**config.mk**
```make
export PLATFORM = sky130hd
export DESIGN_NAME = instruction_fetch_stage
export DESIGN_NICKNAME = d
export VERILOG_FILES = /design/src/rtl/instruction_fetch_stage.sv
export SDC_FILE = /design/constraint.sdc
export NUM_CORES = 1
export LEC_CHECK = 0
export CORE_UTILIZATION = 45
export DETAILED_ROUTE_END_ITERATION = 16
export GPL_ROUTABILITY_DRIVEN = 0
export MAX_ROUTING_LAYER = met4
export PLACE_DENSITY = 0.76
export SYNTH_ARGS = -nofsm -noshare
export SYNTH_HDL_FRONTEND = slang
export SYNTH_SLANG_ARGS = --single-unit
```
**constraint.sdc**
```tcl
create_clock -name clk -period 3.9 [get_ports clk]
set_input_delay 0.78 -clock clk [delete_from_list [all_inputs] [get_ports clk]]
set_output_delay 0.78 -clock clk [all_outputs]
set_load 0.005 [all_outputs]
```
**src/rtl/instruction_fetch_stage.sv**
```systemverilog
// RV32I IF stage: PC register, instruction-memory request handshake, redirect/stall handling
// and the IF/ID pipeline register feeding decode.
module instruction_fetch_stage #(
    parameter logic [31:0] RESET_PC  = 32'h0000_0000,
    parameter logic [31:0] NOP_INSTR = 32'h0000_0013
) (
    input  logic        clk,
    input  logic        rst,
    input  logic        StallF,
    input  logic        StallD,
    input  logic        FlushD,
    input  logic        PCSrcE,
    input  logic [31:0] PCTargetE,
    output logic        imem_req,
    output logic [31:0] imem_addr,
    input  logic [31:0] imem_rdata,
    input  logic        imem_valid,
    output logic [31:0] InstrD,
    output logic [31:0] PCD,
    output logic [31:0] PCPlus4D,
    output logic        ValidD,
    output logic        FetchWaitF
);

    localparam logic [1:0] FETCH = 2'd0;
    localparam logic [1:0] HOLD  = 2'd1;
    localparam logic [1:0] DROP  = 2'd2;

    logic [1:0]  state;
    logic [31:0] pc_f;
    logic [31:0] redir_pc;
    logic [31:0] hold_instr;
    logic [31:0] hold_pc;

    logic [31:0] pc_plus4_f;
    logic [31:0] target_f;
    logic [31:0] instr_f;
    logic [31:0] instr_pc_f;
    logic        have_instr;
    logic        advance;

    assign pc_plus4_f = pc_f + 32'd4;
    assign target_f   = {PCTargetE[31:2], 2'b00};

    // A usable word comes either straight from memory (FETCH) or from the hold buffer (HOLD);
    // responses seen in DROP belong to a squashed path and are never usable.
    assign have_instr = (state == HOLD) || ((state == FETCH) && imem_valid);
    assign instr_f    = (state == HOLD) ? hold_instr : imem_rdata;
    assign instr_pc_f = (state == HOLD) ? hold_pc : pc_f;
    assign advance    = have_instr && !StallF && !PCSrcE;

    assign imem_req   = rst && (state != HOLD);
    assign imem_addr  = pc_f;
    assign FetchWaitF = imem_req && !imem_valid;

    // NOTE: non-blocking assignments so every register samples pre-edge values regardless of block order.
    always_ff @(posedge clk) begin
        if (!rst) begin
            state      <= FETCH;
            pc_f       <= RESET_PC;
            redir_pc   <= '0;
            hold_instr <= '0;
            hold_pc    <= '0;
        end else if (PCSrcE) begin
            case (state)
                FETCH: begin
                    if (imem_valid) begin
                        pc_f <= target_f;
                    end else begin
                        // Request already on the bus must complete; park the target until it does.
                        redir_pc <= target_f;
                        state    <= DROP;
                    end
                end
                DROP:    redir_pc <= target_f;
                default: begin
                    pc_f  <= target_f;
                    state <= FETCH;
                end
            endcase
        end else if (StallF) begin
            if ((state == FETCH) && imem_valid) begin
                hold_instr <= imem_rdata;
                hold_pc    <= pc_f;
                state      <= HOLD;
            end
        end else if (advance) begin
            pc_f  <= pc_plus4_f;
            state <= FETCH;
        end else if ((state == DROP) && imem_valid) begin
            pc_f  <= redir_pc;
            state <= FETCH;
        end else if ((state != FETCH) && (state != HOLD) && (state != DROP)) begin
            state <= FETCH;
        end
    end

    always_ff @(posedge clk) begin
        if (!rst) begin
            InstrD   <= NOP_INSTR;
            PCD      <= '0;
            PCPlus4D <= '0;
            ValidD   <= 1'b0;
        end else if (FlushD || PCSrcE) begin
            InstrD   <= NOP_INSTR;
            PCD      <= '0;
            PCPlus4D <= '0;
            ValidD   <= 1'b0;
        end else if (!StallD) begin
            if (advance) begin
                InstrD   <= instr_f;
                PCD      <= instr_pc_f;
                PCPlus4D <= instr_pc_f + 32'd4;
                ValidD   <= 1'b1;
            end else begin
                InstrD   <= NOP_INSTR;
                PCD      <= '0;
                PCPlus4D <= '0;
                ValidD   <= 1'b0;
            end
        end
    end

endmodule

```
* Word-level counts from Yosys, hierarchy flattened *
Index checks and enable logic that the tools add are counted.

storage, ports and cells
  register bits after elaboration = 227
  input port bits = 71
  output and inout port bits = 131
  logic and storage cells = 68

cells by class
  add/subtract/negate cells = 2
  equality and inequality tests = 10
  mux-type cells = 22
  bitwise operators = 2
  reductions and logical operators = 23

operators with widths
  kind                                                    count
  2-to-1 mux 32 bit                                       11
  one-hot mux 32 bit (2 select lines)                     2
  adder 32 x 3 -> 32 bit (second input constant)          2
  2-to-1 mux 2 bit                                        7
  logical AND 1 bit                                       8
  AND reduction 4 bit                                     2
  inequality test 2 bit (second input constant)           3
  inequality test 3 bit (second input constant)           2
  AND reduction 3 bit                                     2
  nonzero test 5 bit                                      1
  inequality test 2 x 1 -> 1 bit (second input constant)  2
  one-hot mux 2 bit (2 select lines)                      1
  nonzero test 2 bit                                      2
  zero test 1 bit                                         3
  inequality test 3 x 1 -> 1 bit (second input constant)  1
  nonzero test 3 bit                                      1
  == test 2 x 1 -> 1 bit (second input constant)          1
  == test 2 bit (second input constant)                   1
  zero test 2 bit                                         1
  logical OR 1 bit                                        2
  NOT 1 bit                                               2
  OR reduction 2 bit                                      1
  2-to-1 mux 1 bit                                        1

* Longest topological paths before layout *
Gate-level depths: netlist (run 1).

  depth in word-level cells = 8
  depth in mapped cells = 15

* Worst setup path before layout (run 1) *
No wires, ideal clock.

  path kind = register to register
  start point = reg state[1]
  end point = reg PCPlus4D[26]
  library setup time = 0.117 ns
  arrival = 3.293 ns
  setup slack = 0.489 ns
  cell stages (with the launch flop) = 16
  buffers on the path = 5
  period minus slack after synthesis = 3.411 ns
  cell sequence = dfxtp_1 nand2b_1 buf_6 buf_2 buf_2 buf_1 buf_2 nand2_1 nand2_1 ha_1 nand2_1 mux2i_1 and3_1 nand4_1 or3_1 a32o_1

between the ends
  longest elaborated chain between the ends = 6
  elaborated cells on any way between the ends = 9
  those cells by class = 1 x add/sub; 1 x eq/ne; 2 x mux; 5 x reduce/logical

ends and longest elaborated chain
  item                                                            RTL line  text
  start, declared                                                 29        logic [1:0] state;
  start signal, assigned                                          59        state <= FETCH;
  start signal, assigned                                          72        state <= DROP;
  start signal, assigned                                          78        state <= FETCH;
  branches (longest 5 deep; another with adder 32 x 3 -> 32 bit)  -
  2-to-1 mux 32 bit *                                             110       if (advance) begin
  end signal, assigned                                            113       PCPlus4D <= instr_pc_f + 32'd4;
  end, declared                                                   20        output logic [31:0] PCPlus4D,

Mark *: on every way between the ends.
A chain may end at the register's enable or synchronous reset.

* Worst setup path after layout (run 1) *
  start point = reg state[1]
  end point = out FetchWaitF

between the ends
  longest elaborated chain between the ends = 3

ends and longest elaborated chain
  item                            RTL line  text
  inequality test 2 x 1 -> 1 bit  52        assign imem_req = rst && (state != HOLD);
  logical AND 1 bit               52
  logical AND 1 bit               54        assign FetchWaitF = imem_req && !imem_valid;
  end, declared                   22        output logic FetchWaitF

Every way passes these cells.

==> results.md, run 1 <==
* Status: complete, no violations
* HPWL after DPL at 21.28 mm
* Fin worst setup slack at 0.7161 ns
* Internal at 3812 uW
* TritonCTS clock tree: done
* Slew Limit Fails at 0
* Synthesized area at 10260 um^2
* IO Pins at 202
* Initial DRC Count at 967
* DIE AREA at 23420 um^2
* Hold Fails Final Rpt at 0
* Static Leak at 0.004680 uW
* Site Rows at 54
* Core area at about 22000 um^2
* Max-cap violations at 0
* Area grow syn2layout at 27.40%
* Flop and latch count out of synthesis at 217
* Dominant cell type by area after synthesis: dfxtp_1
* Synth cell types at 62
* CP cell instances: and2b_1 > buf_4 > nor3_1 > clkdlybuf4s50_1
* Endpoints failing setup at 0
* Worst min path class: reg2reg
* Die Y at about 150 um
* CP peak stage delay at roughly 0.58 ns
* Post-Route WL at 31.09 mm
* CTS Hold Bufs at 0
* Mean Syn Cell Area at 7.620 um^2
* Post-synthesis async set-or-reset flop share at 0%
* Layout cell share with drive strength beyond 1 at under 10%
* Vias in the first global route at 9206
* Starting Density at 46.45%
* Clk_skew at between 0.01 and 0.015 ns
* Least-Margin Pin Slew at 1.255 ns
* Total number of yosys warnings at 0
* Clk_lat worst skew at around 0.53 ns
* Grt ovf at 0
* Post-CTS sizing at 0
* Period minus WS final at approximately 3.2 ns
* Crit path capture type: output port
* Net Sw Frac at about a quarter
* Initial antenna violation count at 1
* Hold_ws at 0.4504 ns
* Die X at 153.0 um
* Commonest non-fill, non-tap cell in the layout: nand2_1
* Pre-CTS WS at 0.3455 ns
* Mapped Cells at 1347
* Total CTS buffers at 24
* Sequential fraction of the synthesis area at 42.33%
* Nets at 1550
* CTS Sinks at 217
* Startpoint types: flop
* Post-synth EDFFs at 0
* WP buf/inv at 2
* Arrival time worst endpoint at 2.40 ns
* Reg power frac at 45.9%
* H-tree Lvls at 1
* Clk pwr share at a little over two fifths
* Achievable frequency at 314.1 MHz
* RSZ-0062 raised after global routing: no
* Commonest non-fill, non-tap cells in the layout: 287 x nand2_1, 217 x dfxtp_1, 192 x clkdlybuf4s50_1, 162 x a21oi_1, 104 x nor2_1
* Clock root buffer: clkbuf_16
* Synth area leaders: dfxtp_1 42%, nand2_1 11%, a21oi_1 7.9%
* CP max stage cell: clkdlybuf4s50_1
* Largest net degree at the start of global routing at 70
* Critical path class: reg2out
* Worst-path clk slew at 0.06 ns
* Worst vdd ir at between 0.2 and 0.3 mV
* CP delay by family, top: buffers and inverters
* TNS Setup at 0 ns
* Synth Flop Type: dfxtp_1
* First drt pass iteration count at 5
* Total number of vias at 10210
* Gr usage total at 26.50%
* ANT nets after route at 0
* Tcrit/Tclk final at 81.64%
* Critical path peak fanout at 14
* Clk buf depth at 3
* First-pass GRT wire length at between 40 and 50 mm
* Pwr dens at 389.4 nW/um^2
* Fillcell total at 1930
* Final Power at around 5000 uW
* Worst relative slew slack at ~16%
* Critical Path RT at 3.12 ns
* Wirelength per Cell at 17.50 um
* Post-CTS Setup Bufs at 0
* Port buffer count at 193
* Post-synth top area share at between 40% and 50%
* NetSw at 1280 uW
* Comb pwr share at 10.4%
* Vias/cell at 5.751
* DR DRC count at 0
sequential cells by signal, indices dropped and copies added, names as in the netlist:
register    count
redir_pc       30
imem_addr      30
state           2
PCD            30
InstrD         32
PCPlus4D       30
hold_pc        30
ValidD          1
hold_instr     32
power groups by stage:
stage / registers, uW / logic (uW) / clock network [uW]
2_1_floorplan: 2350 / 321 / 0
3_3_place_gp: 2380 / 514 / 0
3_5_place_dp: 2380 / 523 / 0
4_1_cts: 2340 / 527 / 2250
5_1_grt: 2350 / 576 / 2340
6_report: 2340 / 532 / 2220
cell families after synthesis:
| family | synth area share (%) |
|---|---|
| AND/OR/NAND/NOR | 24.71 |
| AO/OA/AOI/OAI | 18.52 |
| flip-flops | 42.33 |
| buffers and inverters | 5.339 |
| multiplexers | 6.936 |
| XOR/XNOR | 1.792 |
| adder cells (fa/ha/maj) | 0.3413 |
| other | 0.03654 |
worst paths after layout:
kind	cells past startpoint	end	slack [ns]	start
setup / recovery	4	FetchWaitF	0.72	state[1]
hold / removal	2	redir_pc[8]	0.45	redir_pc[8]
setup reg to reg	9	PCPlus4D[26]	0.75	state[0]
hold reg to reg	2	redir_pc[8]	0.45	redir_pc[8]
Yosys cell counts (3+ instances only):
cell       count
a2111oi_0      3
buf_2          7
nor4b_1        3
a21o_1         3
buf_4          7
o22ai_1        5
clkbuf_1     105
a32oi_1        3
nor3b_1        4
nor3_1        78
mux2i_1       70
nand3_1       36
nand2b_1       4
a31oi_1       10
inv_1          6
a22oi_1        4
or3_1          9
dfxtp_1      217
a21oi_1      162
nor4_1         7
o31ai_1        6
a21boi_0      34
a211oi_1       5
o211ai_1       6
buf_1          4
nor2_1       104
xor2_1        17
o21ai_0       57
nand4_1       12
nand2_1      288
xnor2_1        4
a221oi_1       7
a32o_1         5
and2_1         8
and3_1        13
area by class of cell:
class                   count  area [um^2]  share of cell area (%)
clock buffers              37        669.4                   5.119
multi-input cells        1001         5414                   41.40
clock inverters             7        96.34                  0.7368
well taps                 280        350.3                   2.679
diodes                      1        2.502                 0.01914
inverters                   8        30.03                  0.2296
flip-flops and latches    217         4344                   33.22
repair buffers            225         2170                   16.59
through the flow:
stage,util (%),instances,area [um^2]
3_3_place_gp,55.71,1731,12310
2_1_floorplan,-,1352,10280
5_1_grt,59.19,1776,13080
4_1_cts,59.17,1775,13070
6_report,59.19,1776,13080
3_5_place_dp,55.71,1731,12310
layer usage:
layer	global-route usage, %	share of wire (%)
met1	33.85	43
met2	42.05	46
met3	3.147	5.8
met4	11.83	4.2
met5	-	0
tightest hold or removal path: stages, from the launching register on:
cell and delay, ns:
dfxtp_1 0.30, nand2_1 0.05, a21oi_1 0.05
Note: power is estimated with default switching activity, not from simulation.
==> inputs of run 2 (changes only) <==
- clock period: 3.9 -> 3 ns (I/O delays scaled with it)
==> run 2 against run 1 <==
  * Routed wire length up 2.0%
  * Sequential share of layout area is 0.80 points lower
  * Combinational power is 40% higher
  * Clock-buffer cell count increased by 1
  * Worst setup slack got worse by 0.60 ns
  * Clock skew decreased by 0.0041 ns
  * Register-to-register slack got worse by 0.56 ns
  * Critical path type unchanged
  * Largest cell class unchanged
  * Largest power group unchanged
  * Highest routed layer unchanged
==> results.md, run 2 (synthesized netlist as in run 1, its figures left out) <==
* Period minus WS final at slightly below 3 ns
* CP peak stage delay at 0.55 ns (-0.03 ns)
* Initial DRC Count at 1015 (+5.0%)
* HPWL after DPL at 22.00 mm (+3.4%)
* Fin area at 13400 um^2 (+2.5%)
* Met1 WL at 13.61 mm (+0.70%)
* Worst Hold End: redir_pc[8]
* Vias/cell at 5.744 (-0.12%)
* Met2 wire len at 14.92 mm (+3.2%)
* Largest registers: InstrD: 32 flops, hold_instr: 32 flops
* CP startpoint: state[1]
* Slew Limit Fails at 0 (unchanged)
* Arrival time worst endpoint at 2.29 ns (-0.11 ns)
* CTS Sinks at 217 (unchanged)
* Grt ovf at 0 (unchanged)
* Nets at 1587 (+2.4%)
* Achievable frequency at 346.5 MHz
* Layout cell share with drive strength beyond 1 at 7.461% (+2.4 points)
* Critical path peak fanout at 14 (unchanged)
* Core area at 22090 um^2 (unchanged)
* Critical Path RT at 2.40 ns (-0.72 ns)
* First-pass GRT wire length at 49.84 mm (+1.3%)
* CP max stage cell: clkdlybuf4s50_1
* Crit Reg-Reg Endpoint: PCPlus4D[26]
* Worst relative slew slack at 54.62% (+38 points)
* DR DRC count at 0 (unchanged)
* Gr usage total at 26.81% (+0.30 points)
* Total number of vias at 10390 (+1.7%)
* Starting Density at 46.45% (unchanged)
* Worst hold path startpoint: redir_pc[8]
* DP Area at 12580 um^2 (+2.2%)
* Hold path depth at 2 (unchanged)
* Vias in the first global route at 9455 (+2.7%)
* Hold Fails Final Rpt at 0 (unchanged)
* R2r worst-path depth at 9 (unchanged)
* Fillcell total at 1941 (+0.57%)
* Final Util at 60.64% (+1.5 points)
* Commonest non-fill, non-tap cells in the layout: 287 x nand2_1, 217 x dfxtp_1, 192 x clkdlybuf4s50_1, 162 x a21oi_1, 104 x nor2_1
* Clock root buffer: clkbuf_16
* Commonest non-fill, non-tap cell in the layout: nand2_1
* Site Rows at 54 (unchanged)
* Status: complete, no violations
* Clk_lat worst skew at 0.51 ns (-0.02 ns)
* Worst r2r src: state[1]
* TritonCTS clock tree: done
* Tcrit/Tclk final at between 90% and 100%
* TNS Setup at 0 ns (unchanged)
* ANT nets after route at 0 (unchanged)
* Static Leak at 0.004878 uW (+4.2%)
* Crit path capture type: output port
* CTS Hold Bufs at 0 (unchanged)
* Post-Route WL at 31.70 mm (+2.0%)
* Die Y at 153.0 um (unchanged)
* IO Pins at 202 (unchanged)
* Total CTS buffers at 24 (unchanged)
* Pwr dens at 490.6 nW/um^2 (+26%)
* Antenna diodes at 0 (-1)
* Largest net degree at the start of global routing at 84 (+20%)
* Metal3 WL at 2.022 mm (+13%)
* Wirelength per Cell at 17.54 um (+0.18%)
* Die X at 153.0 um (unchanged)
* Critical path class: reg2out
* First drt pass iteration count at 6 (+1)
* Least-Margin Pin Slew at 0.6806 ns (-0.5747 ns)
* Max-cap violations at 0 (unchanged)
* Worst vdd ir at 0.3820 mV (+50%)
* DIE AREA at 23420 um^2 (unchanged)
* Worst-path clk slew at 0.06 ns (about the same)
* Clk_skew at 0.01002 ns (-0.004114 ns)
* RSZ-0062 raised after global routing: no
* Endpoints failing setup at 0 (unchanged)
* Initial antenna violation count at 0 (-1)
* Port buffer count at 193 (unchanged)
* Startpoint types: flop
* Clk buf depth at 3 (unchanged)
* Area grow syn2layout at 30.54%
* Worst min path class: reg2reg
* Top sig layer: met4
* R2R setup slack at 0.19 ns (-0.56 ns)
* CP cell instances: and2b_1 > buf_4 > nor3_2 > clkdlybuf4s50_1
* H-tree Lvls at 1 (unchanged)
==> run 2: worst max path at each step <==
stage	end	depth (start not counted)
6_report	FetchWaitF	4
5_1_grt	PCPlus4D[26]	9
4_1_cts	FetchWaitF	4
3_5_place_dp	PCPlus4D[26]	9
3_3_place_gp	PCPlus4D[26]	9
2_1_floorplan	PCPlus4D[26]	15
==> run 2: worst max-delay path: cells and delay by family, from the launching register on <==
kind / cells / cell delay (ns)
simple gates: 2 / 0.52
flops: 1 / 0.44
buf+inv: 2 / 0.80
==> run 2: final cells by class <==
| class | count | area [um^2] | area share, % |
|---|---|---|---|
| sequential | 217 | 4344 | 32.42 |
| clock inverter | 2 | 10.01 | 0.07471 |
| timing repair buffer | 262 | 2510 | 18.73 |
| inverter | 8 | 30.03 | 0.2241 |
| clock buffer | 38 | 734.5 | 5.482 |
| multi-input combinational | 1001 | 5419 | 40.45 |
| tap | 280 | 350.3 | 2.615 |
==> run 2: metrics by stage <==
stage,power [uW],hold slack [ns],std cells,worst slack (ns)
floorplan,3477,0.4319,1352,0.003773
global placement,3804,0.4355,1759,0.2746
detailed placement,3816,0.4438,1759,0.1980
CTS,6597,0.4542,1799,0.04585
global route,6800,0.4677,1808,0.04488
finish,6573,0.4511,1808,0.1142
==> run 2: metal layers <==
metal,global-route usage (%),vias up
met1,34.51,4898
met5,-,-
li1,-,4990
met3,3.204,81
met2,42.70,416
met4,10.82,0
==> run 2: where the power goes <==
part	total, uW	internal (uW)	switching [uW]
Sequential	3030	2950	77.0
Combinational	743	327	416
Clock	2800	1660	1140
==> run 2: repair_timing <==
action                     in CTS  in global routing
setup endpoints to repair       0                  2
gates resized for setup         0                  1
buffers inserted                0                  9
==> inputs of run 3 (changes only) <==
- SETUP_SLACK_MARGIN: not set -> 0.5
==> run 3 against run 2 <==
  * Register-to-register slack better by 0.35 ns
  * Sequential power hardly changed
  * Clock power is 6% higher
  * Final cell count hardly changed
  * Critical path type is now reg2reg
  * Clock skew hardly changed
  * Critical endpoint is now PCPlus4D[29]
  * Combinational power is 0.7% higher
  * Critical path depth is 3 higher
  * Power is 2.5% higher
  * Non-clock buffer count is 4 lower
  * Fmax is 17% higher
  * Largest cell class unchanged
==> results.md, run 3 (synthesized netlist as in run 1, its figures left out) <==
* Status: complete, no violations
* Slew Limit Fails at 0 (unchanged)
* Vias in the first global route at 9836 (+4.0%)
* Layout cell share with drive strength beyond 1 at 9.496% (+2.0 points)
* First-pass GRT wire length at 51.66 mm (+3.7%)
* Critical path peak fanout at 6 (-8)
* Global-route met3 utilization at 3.317% (+0.11 points)
* Crit path capture type: flop
* Post-Route WL at 31.96 mm (+0.82%)
* Site Rows at 54 (unchanged)
* TNS Setup at 0 ns (unchanged)
* Starting Density at 46.45% (unchanged)
* Vias/cell at 5.722 (-0.38%)
* Endpoints failing setup at 0 (unchanged)
* CP startpoint: state[1]
* Die Y at 153.0 um (unchanged)
* Clk_skew at 0.009584 ns (-0.0004336 ns)
* Largest net degree at the start of global routing at 131 (+56%)
* H-tree Lvls at 1 (unchanged)
* Fillcell total at 1896 (-2.3%)
* Port buffer count at 193 (unchanged)
* Grt ovf at 0 (unchanged)
* Critical path class: reg2reg
* Startpoint types: flop
* Least-Margin Pin Slew at 0.7269 ns (+0.04630 ns)
* ANT nets after route at 0 (unchanged)
* First drt pass iteration count at 5 (-1)
* Core area at 22090 um^2 (unchanged)
* DR DRC count at 0 (unchanged)
* Wirelength per Cell at 17.69 um (+0.88%)
* Total number of vias at 10340 (-0.43%)
* Antenna diodes at 0 (unchanged)
* Die X at 153.0 um (unchanged)
* Critical Path RT at 3.41 ns (+1.01 ns)
* Total CTS buffers at 25 (+4.2%)
* CTS Hold Bufs at 0 (unchanged)
* TritonCTS clock tree: done
* Hold Fails Final Rpt at 0 (unchanged)
* Max-cap violations at 0 (unchanged)
* Initial antenna violation count at 0 (unchanged)
* Clock root buffer: clkbuf_16
* Pre-CTS WS at 0.2046 ns (+0.006581 ns)
* Worst-path clk slew at 0.06 ns (about the same)
* Worst relative slew slack at 51.54% (-3.1 points)
* Static Leak at 0.004895 uW (+0.35%)
* Period minus WS final at 2.461 ns (-0.4252 ns)
* Achievable frequency at 406.4 MHz (+17%)
* Nets at 1584 (-0.19%)
* Worst hold path startpoint: redir_pc[27]
* Clk_lat worst skew at 0.52 ns (about the same)
* Worst min path class: reg2reg
* CTS Sinks at 217 (unchanged)
* Gr usage total at 27.72% (+0.92 points)
* Top Usage Layer GRT: met2
* Hold_ws at 0.4534 ns (+0.002340 ns)
* Pwr dens at 496.5 nW/um^2 (+1.2%)
* Worst r2r src: state[1]
* Arrival time worst endpoint at 2.88 ns (+0.59 ns)
* Met2 usage at 44.18% (+1.5 points)
* Worst vdd ir at 0.4133 mV (+8.2%)
* Area grow syn2layout at 32.23%
* DIE AREA at 23420 um^2 (unchanged)
* Met1 Use GR at 35.47% (+0.96 points)
* Commonest non-fill, non-tap cell in the layout: nand2_1
* RSZ-0062 raised after global routing: yes
* Initial DRC Count at 850 (-16%)
* Largest registers: InstrD: 32 flops, hold_instr: 32 flops
* IO Pins at 202 (unchanged)
* Fin worst setup slack at 0.5394 ns (+0.4252 ns)
* Tcrit/Tclk final at 82.02% (-14 points)
* Clk buf depth at 3 (unchanged)
* HPWL after DPL at 21.61 mm (-1.8%)
* Commonest non-fill, non-tap cells in the layout: 284 x nand2_1, 210 x dfxtp_1, 190 x clkdlybuf4s50_1, 162 x a21oi_1, 103 x nor2_1
==> run 3: cell types whose count changed in the layout (fill, tap and decap cells not counted), moves of 3 or more <==
cell / before / now
buf_4: 65 / 58
mux2i_2: 0 / 4
dfxtp_2: 0 / 5
buf_6: 0 / 4
dfxtp_1: 217 / 210
nand2_1: 287 / 284
clkbuf_8: 6 / 10
mux2i_1: 70 / 65
clkbuf_1: 7 / 4
==> run 3: cell type report <==
cell class / instances / area, um^2 / area share (%)
sequential: 217 / 4358 / 32.11
timing repair buffer: 258 / 2480 / 18.27
clock inverter: 4 / 27.53 / 0.2028
multi-input combinational: 1001 / 5548 / 40.88
tap: 280 / 350.3 / 2.581
inverter: 8 / 30.03 / 0.2213
clock buffer: 39 / 778.2 / 5.734
==> run 3: through the flow <==
stage / utilization [%] / area (um^2) / power (uW) / cells
global placement: 56.72 / 12530 / 3798 / 1749
CTS: 60.85 / 13440 / 6762 / 1799
finish: 61.43 / 13570 / 6738 / 1807
floorplan: - / 10360 / 3483 / 1352
global route: 61.43 / 13570 / 6976 / 1807
detailed placement: 56.72 / 12530 / 3814 / 1749
==> run 3: path summary, 6_finish.rpt <==
path                                      to  slack [ns]  depth (start not counted)
worst min register to register  redir_pc[27]        0.45                          2
worst min-delay path            redir_pc[27]        0.45                          2
worst max-delay path            PCPlus4D[29]        0.54                          7
worst max register to register  PCPlus4D[29]        0.54                          7
==> run 3: what timing repair did <==
action,CTS,global route
pin swaps,2,10
gates resized for setup,20,18
setup buffers,7,8
endpoints found under the setup margin,12,12
==> run 3: routing by layer <==
layer / wire length, um / vias to the layer above
met5: 0 / -
met3: 1935 / 86
li1: - / 4990
met2: 15160 / 419
met1: 13600 / 4845
met4: 1262 / 0
==> run 3: worst max-delay path, cell delays in order, from the launching register on <==
cell and delay (ns):
dfxtp_4 0.35, nand2b_4 0.19, buf_6 0.15, mux2i_1 0.13, or4b_4 0.57, or3_4 0.42, or3_1 0.31, a32o_1 0.24
==> run 3: where the power goes <==
| part | total, uW | internal (uW) | switching [uW] |
|---|---|---|---|
| registers | 3030 | 2950 | 77.6 |
| logic | 748 | 327 | 421 |
| clock network | 2960 | 1770 | 1190 |
| total | 6740 | 5050 | 1690 |
